**src/rtl/divider_radix.sv**
```systemverilog
// Iterative signed/unsigned restoring divider that retires STEP_BITS quotient bits per clock.
// Divide-by-zero and signed MIN/-1 skip the iteration and return fixed results.
module divider_radix #(
   parameter int DATA_BITS = 32,
   parameter int STEP_BITS = 2
) (
   input  logic                 clk,
   input  logic                 rst,
   input  logic                 in_valid,
   output logic                 in_ready,
   input  logic                 sign,
   input  logic [DATA_BITS-1:0] dividend,
   input  logic [DATA_BITS-1:0] divisor,
   output logic                 out_valid,
   input  logic                 out_ready,
   output logic [DATA_BITS-1:0] quotient,
   output logic [DATA_BITS-1:0] remainder,
   output logic                 div_zero,
   output logic                 overflow
);

   localparam int STEPS = DATA_BITS / STEP_BITS;
   localparam int CW    = $clog2(STEPS + 1);

   localparam logic [1:0] S_IDLE = 2'd0;
   localparam logic [1:0] S_CALC = 2'd1;
   localparam logic [1:0] S_DONE = 2'd2;

   logic [1:0]           r_state;
   logic [CW-1:0]        r_count;
   logic [DATA_BITS-1:0] r_quo;
   logic [DATA_BITS-1:0] r_rem;
   logic [DATA_BITS-1:0] r_dsr;
   logic                 r_neg_q;
   logic                 r_neg_r;
   logic [DATA_BITS-1:0] r_quotient;
   logic [DATA_BITS-1:0] r_remainder;
   logic                 r_div_zero;
   logic                 r_overflow;

   logic                 w_dvd_neg;
   logic                 w_dsr_neg;
   logic [DATA_BITS-1:0] w_dvd_mag;
   logic [DATA_BITS-1:0] w_dsr_mag;
   logic                 w_is_zero;
   logic                 w_is_ovf;

   assign w_dvd_neg = sign & dividend[DATA_BITS-1];
   assign w_dsr_neg = sign & divisor[DATA_BITS-1];
   assign w_dvd_mag = w_dvd_neg ? (~dividend + 1'b1) : dividend;
   assign w_dsr_mag = w_dsr_neg ? (~divisor + 1'b1) : divisor;
   assign w_is_zero = (divisor == '0);
   assign w_is_ovf  = sign && (dividend == {1'b1, {(DATA_BITS-1){1'b0}}}) && (&divisor);

   // r_quo starts as the dividend magnitude and shifts left; quotient bits fill from the bottom.
   logic [DATA_BITS-1:0] w_rem [0:STEP_BITS];
   logic [DATA_BITS-1:0] w_quo [0:STEP_BITS];

   assign w_rem[0] = r_rem;
   assign w_quo[0] = r_quo;

   generate
      for (genvar gi = 0; gi < STEP_BITS; gi++) begin : g_step
         logic [DATA_BITS:0] w_sh;
         logic [DATA_BITS:0] w_diff;
         assign w_sh   = {w_rem[gi], w_quo[gi][DATA_BITS-1]};
         assign w_diff = w_sh - {1'b0, r_dsr};
         // Partial remainder stays below 2*divisor, so bit DATA_BITS of the difference is the borrow.
         assign w_rem[gi+1] = w_diff[DATA_BITS] ? w_sh[DATA_BITS-1:0] : w_diff[DATA_BITS-1:0];
         assign w_quo[gi+1] = {w_quo[gi][DATA_BITS-2:0], ~w_diff[DATA_BITS]};
      end
   endgenerate

   always_ff @(posedge clk) begin
      if (rst) begin
         r_state     <= S_IDLE;
         r_count     <= '0;
         r_quo       <= '0;
         r_rem       <= '0;
         r_dsr       <= '0;
         r_neg_q     <= 1'b0;
         r_neg_r     <= 1'b0;
         r_quotient  <= '0;
         r_remainder <= '0;
         r_div_zero  <= 1'b0;
         r_overflow  <= 1'b0;
      end else begin
         case (r_state)
            S_IDLE: begin
               if (in_valid) begin
                  r_div_zero <= 1'b0;
                  r_overflow <= 1'b0;
                  if (w_is_zero) begin
                     r_quotient  <= '1;
                     r_remainder <= dividend;
                     r_div_zero  <= 1'b1;
                     r_state     <= S_DONE;
                  end else if (w_is_ovf) begin
                     r_quotient  <= dividend;
                     r_remainder <= '0;
                     r_overflow  <= 1'b1;
                     r_state     <= S_DONE;
                  end else begin
                     r_quo   <= w_dvd_mag;
                     r_rem   <= '0;
                     r_dsr   <= w_dsr_mag;
                     r_neg_q <= w_dvd_neg ^ w_dsr_neg;
                     r_neg_r <= w_dvd_neg;
                     r_count <= '0;
                     r_state <= S_CALC;
                  end
               end
            end
            S_CALC: begin
               r_quo   <= w_quo[STEP_BITS];
               r_rem   <= w_rem[STEP_BITS];
               r_count <= r_count + 1'b1;
               // The last iteration writes the sign-corrected result directly.
               if (r_count == CW'(STEPS - 1)) begin
                  r_quotient  <= r_neg_q ? (~w_quo[STEP_BITS] + 1'b1) : w_quo[STEP_BITS];
                  r_remainder <= r_neg_r ? (~w_rem[STEP_BITS] + 1'b1) : w_rem[STEP_BITS];
                  r_state     <= S_DONE;
               end
            end
            S_DONE: begin
               if (out_ready) r_state <= S_IDLE;
            end
            default: r_state <= S_IDLE;
         endcase
      end
   end

   assign in_ready  = (r_state == S_IDLE);
   assign out_valid = (r_state == S_DONE);
   assign quotient  = r_quotient;
   assign remainder = r_remainder;
   assign div_zero  = r_div_zero;
   assign overflow  = r_overflow;

endmodule
```
**config.mk**
```make
export PLATFORM = sky130hd
export DESIGN_NAME = divider_radix
export DESIGN_NICKNAME = d
export VERILOG_FILES = /design/src/rtl/divider_radix.sv
export SDC_FILE = /design/constraint.sdc
export NUM_CORES = 1
export LEC_CHECK = 0
export ABC_AREA = 1
export CAP_MARGIN = 20
export CORE_MARGIN = 4
export CORE_UTILIZATION = 44
export CTS_BUF_LIST = sky130_fd_sc_hd__clkbuf_2
export DETAILED_ROUTE_END_ITERATION = 7
export GPL_TIMING_DRIVEN = 0
export PLACE_DENSITY = 0.61
export SETUP_SLACK_MARGIN = 0.1
export SLEW_MARGIN = 15
export SYNTH_ARGS = -nofsm -noshare
export SYNTH_HDL_FRONTEND = slang
export SYNTH_SLANG_ARGS = --single-unit
```
**constraint.sdc**
```tcl
create_clock -name clk -period 8 [get_ports clk]
set_input_delay 0.8 -clock clk [delete_from_list [all_inputs] [get_ports clk]]
set_output_delay 0.8 -clock clk [all_outputs]
set_load 0.005 [all_outputs]
```
# Word-level counts from Yosys, hierarchy flattened
# Cells that the tools add are included.
# totals
ff_bits	171
inputBits	69
word_cells	87
# classes
add_sub_neg	7
n_eq_ne	10
n_mux	37
bitwise_logic	11
reduce_logical	11
# op_table
cell	n
2-to-1 mux 32 bit	20
one-hot mux 32 bit (2 select lines)	4
adder 32 x 1 -> 32 bit, second input constant	4
NOT 32 bit	4
subtractor 33 x 32 -> 33 bit	2
equality test 32 bit, second input constant	1
zero test 32 bit	1
AND reduction 32 bit	1
2-to-1 mux 5 bit	3
AND reduction 4 bit	3
2-to-1 mux 2 bit	5
one-hot mux 5 bit (2 select lines)	1
!= test 2 bit, second input constant	4
one-hot mux 2 bit (3 select lines)	1
adder 5 x 1 -> 5 bit, second input constant	1
equality test 5 x 4 -> 1 bit, second input constant	1
NOT 1 bit	4
2-to-1 mux 1 bit	3
!= test 3 x 1 -> 1 bit, second input constant	1
AND reduction 3 bit	1
bitwise AND 1 bit	2
equality test 2 x 1 -> 1 bit, second input constant	1
equality test 2 bit, second input constant	1
logical AND 1 bit	2
5 further kinds	5

# Logic depth before layout (Yosys ltp)
# Gate-level depths: netlist of run 1.
# logic_depth
ltp_word	9
ltp_mapped	46
mapped_depth_nobuf	44

# Least setup slack after synthesis of run 1
# Ideal clock, no wire load.
# synth_path
path_kind	reg-to-reg
start	register r_quo[31]
end	register r_quotient[28], in the netlist quotient[28]
setup_ns	0.117
arrival_ns	5.721
required_time_ns	7.883
path_slack_ns	2.162
path_stages_with_launch	45
synth_period_minus_slack_ns	5.838
path_cell_list	dfxtp_1 -> inv_1 -> ha_1 -> inv_1 -> fa_1 -> nand2_1 -> nand2_1 -> nand3_1 -> nand2_2 -> nand2_2 -> nand2_4 -> nand2_4 -> nand2_2 -> nand2_4 -> nand2_4 -> buf_2 -> o21ai_0 -> inv_1 -> [... 9 more ...] -> nand2_4 -> buf_2 -> ha_1 -> inv_1 -> nor3_1 -> inv_1 -> nor3_1 -> nand4_1 -> nor3_1 -> nand4_1 -> o21ai_0 -> o21ai_0 -> a21oi_1 -> nand2_1 -> nand2_1 -> o21ai_0 -> o221ai_1 -> inv_1
# synth_via
elab_chain_len	9
elab_cells_between_ends	10
# synth_rtl
element	line_no	text
from (decl)	31	logic [DATA_BITS-1:0] r_quo;
from (signal assigned)	104	r_quo <= w_dvd_mag;
from (signal assigned)	115	r_quo <= w_quo[STEP_BITS];
subtractor 33 x 32 -> 33 bit	67	assign w_diff = w_sh - {1'b0, r_dsr};
2-to-1 mux 32 bit	69	assign w_rem[gi+1] = w_diff[DATA_BITS] ? w_sh[DATA_BITS-1:0] : w_diff[DATA_BITS-1:0];
subtractor 33 x 32 -> 33 bit	67	
NOT 1 bit	70	assign w_quo[gi+1] = {w_quo[gi][DATA_BITS-2:0], ~w_diff[DATA_BITS]};
NOT 32 bit *	120	r_quotient <= r_neg_q ? (~w_quo[STEP_BITS] + 1'b1) : w_quo[STEP_BITS];
adder 32 x 1 -> 32 bit *	120	
2-to-1 mux 32 bit *	120	
2-to-1 mux 32 bit *	119	if (r_count == CW'(STEPS - 1)) begin
one-hot mux 32 bit (2 select lines) *	88	case (r_state)
to (signal assigned)	99	r_quotient <= dividend;
to (signal assigned)	120	
to (decl)	36	logic [DATA_BITS-1:0] r_quotient;
# Mark *: on every way between the ends. The rest lies on a longest branch, timed or not. The select of a mux whose other input is x is not followed.
# A chain may end at the register's enable or synchronous reset.

# Worst setup path after layout of run 1
# Ends and elaborated chain as after synthesis.

==> impl_results.md, run 1 <==
* Status: finished clean
* Hold Vio Cnt, Final at 0
* DR pass1 iterations at 6
* Slew Viols, Final at 0
* Placer Congestion at 1.007
* Post-synth top area share at 0.2297
* Compound-gate portion of the synthesized area at 0.2184
* Final net count at 2,754
* Largest cells by area after synthesis: dfxtp_1, nand2_1, a21oi_1
* Rel. slew slack at 0.3933
* Remaining DRCs at 0
* RSZ-0062 raised after global routing: no
* Global-route usage over all layers at 0.3459
* WP buf/inv at 6
* Vias per inst at about 5.8
* Top cell type by total area after synthesis: dfxtp_1
* Worst-Margin Slew at roughly 0.91 ns
* Starting density of the core at 0.4455
* Vias in the first global route at 16,500
* Fmax at 135.5 MHz
* Setup Crit Path Kind: flop to flop
* Area of the mapped netlist at 0.01490 mm2
* Die Width at 192.0 um
* Startpoint Class: flop
* H-tree levels at 4
* Antenna violation net count after detailed routing at 0
* Initial DRC Count at 1,542
* Die span in y at 192.0 um
* Row count at 67
* Synth warn at 0
* GRT overflow at 0
* Slowest CP cell: fa_1
* Sequential fraction of the synthesis area at 0.2297
* Port Buf Inserts at around 140
* CP max FO at 15
* Synth Area in Simple Gates at 0.3465
* Syn avg cell area at 6.063 um2
* Largest net degree at the start of global routing at 17
* Required @ worst endpoint at between 8 and 9 ns
* Worst min-delay path class: flop to flop
* Via Count at 17,670
* Static Leakage at 7.591 nW
* Share of cells above drive strength 1 at 0.05793
* Final Non-Filler Cells at 3,073
* Post-synth EDFFs at 0
* Minimum clock period at 7.382 ns
* Synth Area in XOR/XNOR at 0.04408
* DRT Wirelength at about 65 mm
* Worst-skew pair later-pin latency at approximately 0.88 ns
* I/O pins at around 140
* VDD IR max at 0.2618 mV
* Syn Nets at approximately 2,600
* Setup violations, final at 0
* Routed len/inst at between 20 and 25 um
* Buffer depth of the longest clock path at 2
* DP Cell Count at between 3,000 and 4,000
* Post-Synth Adder-Cell Area at 0.06230
* Cts bufs inserted at 17
* Clock-pin slew on the worst setup and hold paths at roughly 0.29 ns
* Worst clock skew at 0.05067 ns
* Synth async-reset ratio at 0
* Yosys reg bits at 171
* Hold-fix buffers at CTS at 0
* Count of cell types in the netlist at 60
* Main synth FF type: dfxtp_1
* Most common cell in the netlist: nand2_1
* Clk sinks at 171
* Crit path DAT at 8.15 ns
* Top Family by Delay on Critical Path: simple AND/OR/NAND/NOR gates
* Dpl hpwl at ~53 mm
* Full die area at roughly 0.037 mm2
* Mux cell area share after synthesis at 0
* Final Cycle Share at 0.9227
* Power per cell area at 461.3 mW/mm2
* Power Total at 7.883 mW
* Number of fill cells in the layout at 3,515
* Critical Path Max Stage Delay at 0.45 ns
* Layout area overhead at 14.68%
* Global-route wire length before repair at 97.15 mm
* Commonest cells post-synth: nand2_1, inv_1, a21oi_1, nor2_1, o21ai_0
* Critical Path Sink Type: flop
* Clock tree from TritonCTS: yes
* Post-Synthesis Cells at 2,458
* Max_cap viols at 0
* Clock root buffer: clkbuf_2
* Antenna violations before repair at 2
* Core ar. at between 0.03 and 0.04 mm2
* Largest family of logic cells by synthesized area: simple AND/OR/NAND/NOR gates
## flip-flops by register name, indices dropped and copies added, names as in the netlist
| register | flops |
|---|---|
| r_neg_r | 1 |
| r_state | 2 |
| overflow | 1 |
| remainder | 32 |
| r_dsr | 32 |
| r_neg_q | 1 |
| r_count | 5 |
| r_quo | 32 |
| r_rem | 32 |
| quotient | 32 |
| div_zero | 1 |
## worst register-to-register path, delay by kind of cell, from the launching register on
| kind | cells | cell delay (ns) |
|---|---|---|
| flip-flops | 1 | 0.44 |
| adder cells (fa/ha/maj) | 4 | 1.26 |
| AND/OR/NAND/NOR | 23 | 3.16 |
| buffers and inverters | 6 | 0.66 |
| AO/OA/AOI/OAI | 9 | 1.77 |
## cell type report
type / count / area, um2 / area share
Clock inverter: 11 / 143.9 / 0.008420
Antenna cell: 1 / 2.502 / 0.0001464
Inverter: 290 / 1089 / 0.06370
Buffer: 91 / 385.4 / 0.02255
Sequential cell: 171 / 3426 / 0.2005
Tap cell: 448 / 560.5 / 0.03280
Timing Repair Buffer: 136 / 1359 / 0.07951
Clock buffer: 20 / 100.1 / 0.005857
Multi-Input combinational cell: 1905 / 10020 / 0.5865
## report_power, final
part	internal, mW	switching [mW]
registers	0.966	0.0908
logic	1.89	4.41
clock network	0.177	0.346
## stage by stage
step / cell area (um2) / setup slack, ns / hold slack, ns / TNS, ns / utilization
2_1_floorplan: 14900 / 2.162 / 0.4409 / 0 / -
3_3_place_gp: 16810 / -0.1124 / 0.4521 / -0.1124 / 0.5027
3_5_place_dp: 16810 / -0.1220 / 0.4663 / -0.1220 / 0.5027
4_1_cts: 17070 / 0.2206 / 0.4932 / 0 / 0.5103
5_1_grt: 17090 / 0.2380 / 0.5134 / 0 / 0.5109
6_report: 17090 / 0.6184 / 0.4923 / 0 / 0.5109
## cell families after synthesis
group	count (synthesis)
buf+inv	382
flops	171
compound gates	590
fa+ha+maj	73
xor+xnor	75
simple gates	1167
## final timing paths
| path | start | depth (start not counted) | endpoint | slack, ns |
|---|---|---|---|---|
| hold / removal | overflow | 2 | overflow | 0.49 |
| hold reg to reg | overflow | 2 | overflow | 0.49 |
| setup reg to reg | r_quo[31] | 42 | quotient[28] | 0.62 |
| setup / recovery | r_quo[31] | 42 | quotient[28] | 0.62 |
## metal layers
| metal | share of wire | track usage | vias to the layer above | wire [um] |
|---|---|---|---|---|
| met5 | 0 | 0 | - | 0 |
| met4 | 0.056 | 0.1731 | 0 | 3689 |
| met3 | 0.075 | 0.04980 | 162 | 4928 |
| met2 | 0.45 | 0.5716 | 823 | 29710 |
| met1 | 0.41 | 0.4408 | 8204 | 27010 |
| li1 | - | - | 8484 | - |
## placed cells by master (no fill, tap or decap), types with 6 or more instances in the layout
cell               n
xnor2_1           29
nand3_2            8
o211ai_1          20
o31ai_1            7
nand2_2           24
inv_1            277
or2_2             16
nand3_1          145
nand3b_1          12
a21o_1            11
o21ai_1           10
nand2_1          600
a21oi_1          256
nor4_1             9
clkbuf_2          20
xor2_1            46
o21bai_1          13
nor2_2            11
o21ai_2            6
o21ai_0          211
dfxtp_1          169
nand4_1           48
buf_1             10
a31oi_1           17
nand2_4           10
nor3_1            44
ha_1              71
nor2_1           219
clkbuf_1          65
a41oi_1            8
o221ai_1           6
inv_2             11
buf_2             11
clkdlybuf4s50_1  135
## repair_timing
| item | 4_1_cts | 5_1_grt |
|---|---|---|
| endpoints found under the setup margin | 2 | 4 |
| buffers inserted | 0 | 1 |
| pin swaps | 0 | 1 |
| gates resized for setup | 3 | 8 |
Note: power is estimated with default switching activity, not from simulation.
==> inputs of run 2 (changes only) <==
--- a/config.mk
+++ b/config.mk
@@ -10,9 +10,11 @@
 export CORE_MARGIN = 4
 export CORE_UTILIZATION = 44
 export CTS_BUF_LIST = sky130_fd_sc_hd__clkbuf_2
+export CTS_CLUSTER_DIAMETER = 60
 export DETAILED_ROUTE_END_ITERATION = 7
+export DONT_BUFFER_PORTS = 1
 export GPL_TIMING_DRIVEN = 0
-export PLACE_DENSITY = 0.61
+export PLACE_DENSITY = 0.56
 export SETUP_SLACK_MARGIN = 0.1
 export SLEW_MARGIN = 15
 export SYNTH_ARGS = -nofsm -noshare
==> run 2 against run 1 <==
  * Count of clock-buffer cells in the layout down 2
  * First-iteration DRC count down 4.7%
  * Register-to-register slack worse by 0.03 ns
  * Largest cell class unchanged
  * Largest power group unchanged
  * Highest routed layer unchanged
==> impl_results.md, run 2 (synthesis gave the netlist of run 1 again) <==
* Status: finished clean
* H-tree levels at 4
* Final Cycle Share at 0.9267
* Port Buf Inserts at 0
* Crit path DAT at around 8.2 ns
* Hold Vio Cnt, Final at 0
* Power Total at around 7.6 mW
* Commonest non-fill, non-tap cells in the layout: nand2_1, inv_1, a21oi_1, nor2_1, o21ai_0
* Setup violations, final at 0
* Min Hold Slack at 0.05544 ns
* Routed len/inst at 22.20 um
* Static Leakage at 7.065 nW
* Largest net degree at the start of global routing at 17
* Slowest CP cell: dfxtp_4
* Setup TNS at 0 ns
* Setup Fix Bufs, Post-CTS at 0
* Worst-Margin Slew at 0.9115 ns
* Core ar. at 0.03345 mm2
* Rel. slew slack at 0.3838
* VDD IR max at 0.2886 mV
* Starting density of the core at 0.4455
* Initial DRC Count at between 1,000 and 1,500
* Via Count at 16,890
* Clk sinks at approximately 170
* Max_cap viols at 0
* I/O pins at ~140
* Final net count at 2,619
* Global-route wire length before repair at slightly below 100 mm
* Full die area at around 0.037 mm2
* Row count at 67
* DP Cell Count at ~2,900
* Post-Route Utilization at 0.4690
* Global-route usage over all layers at 0.3455
* DR pass1 iterations at 6
* Power per cell area at 487.2 mW/mm2
* Worst clock skew at between 0.06 and 0.07 ns
* Top Family by Delay on Critical Path: simple AND/OR/NAND/NOR gates
* Vias in the first global route at 16,230
* Critical Path Sink Type: flop
* Reg2reg start: r_quo[31]
* RSZ-0062 raised after global routing: no
* Share of cells above drive strength 1 at 0.06145
* CP max FO at 10
* Critical Path Max Stage Delay at 0.44 ns
* Die span in y at 192.0 um
* Crit. Startpoint: r_quo[31]
* DRT Wirelength at about 65 mm
* Vias per inst at approximately 5.7
* Slew Viols, Final at 0
* GRT overflow at 0
* Minimum clock period at between 7 and 8 ns
* Buffer depth of the longest clock path at 2
* Clock root buffer: clkbuf_2
* CP dominant cell by count: inv_1
* Required @ worst endpoint at 8.82 ns
* Worst-skew pair later-pin latency at 0.90 ns
* Worst min-delay path class: input pin to flop
* Final Non-Filler Cells at 2,940
* Hold-fix buffers at CTS at 0
* Hold Path Origin: dividend[4]
* Setup Crit Path Kind: flop to flop
* Remaining DRCs at 0
* Fmax at 134.9 MHz
* Dpl hpwl at approximately 53 mm
* Antenna violations before repair at 1
* Clock-pin slew on the worst setup and hold paths at 0.31 ns
* Layout area overhead at 5.265%
* WP buf/inv at 7
* Cts bufs inserted at 17
* Startpoint Class: flop
* Clock tree from TritonCTS: yes
* Antenna violation net count after detailed routing at 0
* Die Width at 192.0 um
* Placer Congestion at about 1
* Commonest non-fill, non-tap cell in the layout: nand2_1
==> run 2: layout make-up <==
| cell class | count | area, um2 |
|---|---|---|
| tap | 448 | 560.5 |
| sequential | 171 | 3431 |
| buffer | 92 | 387.9 |
| fill | 3694 | 17760 |
| antenna | 2 | 5.005 |
| clock buffer | 18 | 90.09 |
| inverter | 290 | 1089 |
| clock inverter | 14 | 96.34 |
| multi-input combinational | 1905 | 10030 |
==> run 2: timing repair <==
action                                  in CTS  in global routing
gates resized for setup                      5                  9
gates cloned                                 0                  0
pin swaps                                    0                  2
endpoints found under the setup margin       4                  4
==> run 2: path summary, 6_finish.rpt <==
path	to	slack [ns]	depth (start not counted)
worst max-delay path	quotient[28]	0.59	40
worst min-delay path	quotient[4]	0.06	2
worst max register to register	quotient[28]	0.59	40
worst min register to register	r_count[4]	0.50	2
==> run 2: per-stage QoR <==
step                      cell area [um2]  worst slack (ns)
after global routing                15680            0.1226
after detailed placement            15460           -0.1941
after CTS                           15660            0.1814
after floorplan                     14900             2.162
final                               15690            0.5867
after global placement              15460           -0.1069
==> run 2: layer usage <==
metal	GRT usage	vias up	part of all wire	wire length (um)
met5	0	-	0	0
met4	0.1654	0	0.050	3248
met3	0.07216	141	0.076	4941
met2	0.5839	657	0.47	30460
met1	0.4189	7846	0.41	26620
li1	-	8243	-	-
==> run 2: power by group <==
part	internal, mW	leakage [nW]	switching, mW
clock network	0.0845	0.119	0.363
logic	1.80	5.54	4.33
registers	0.967	1.40	0.101
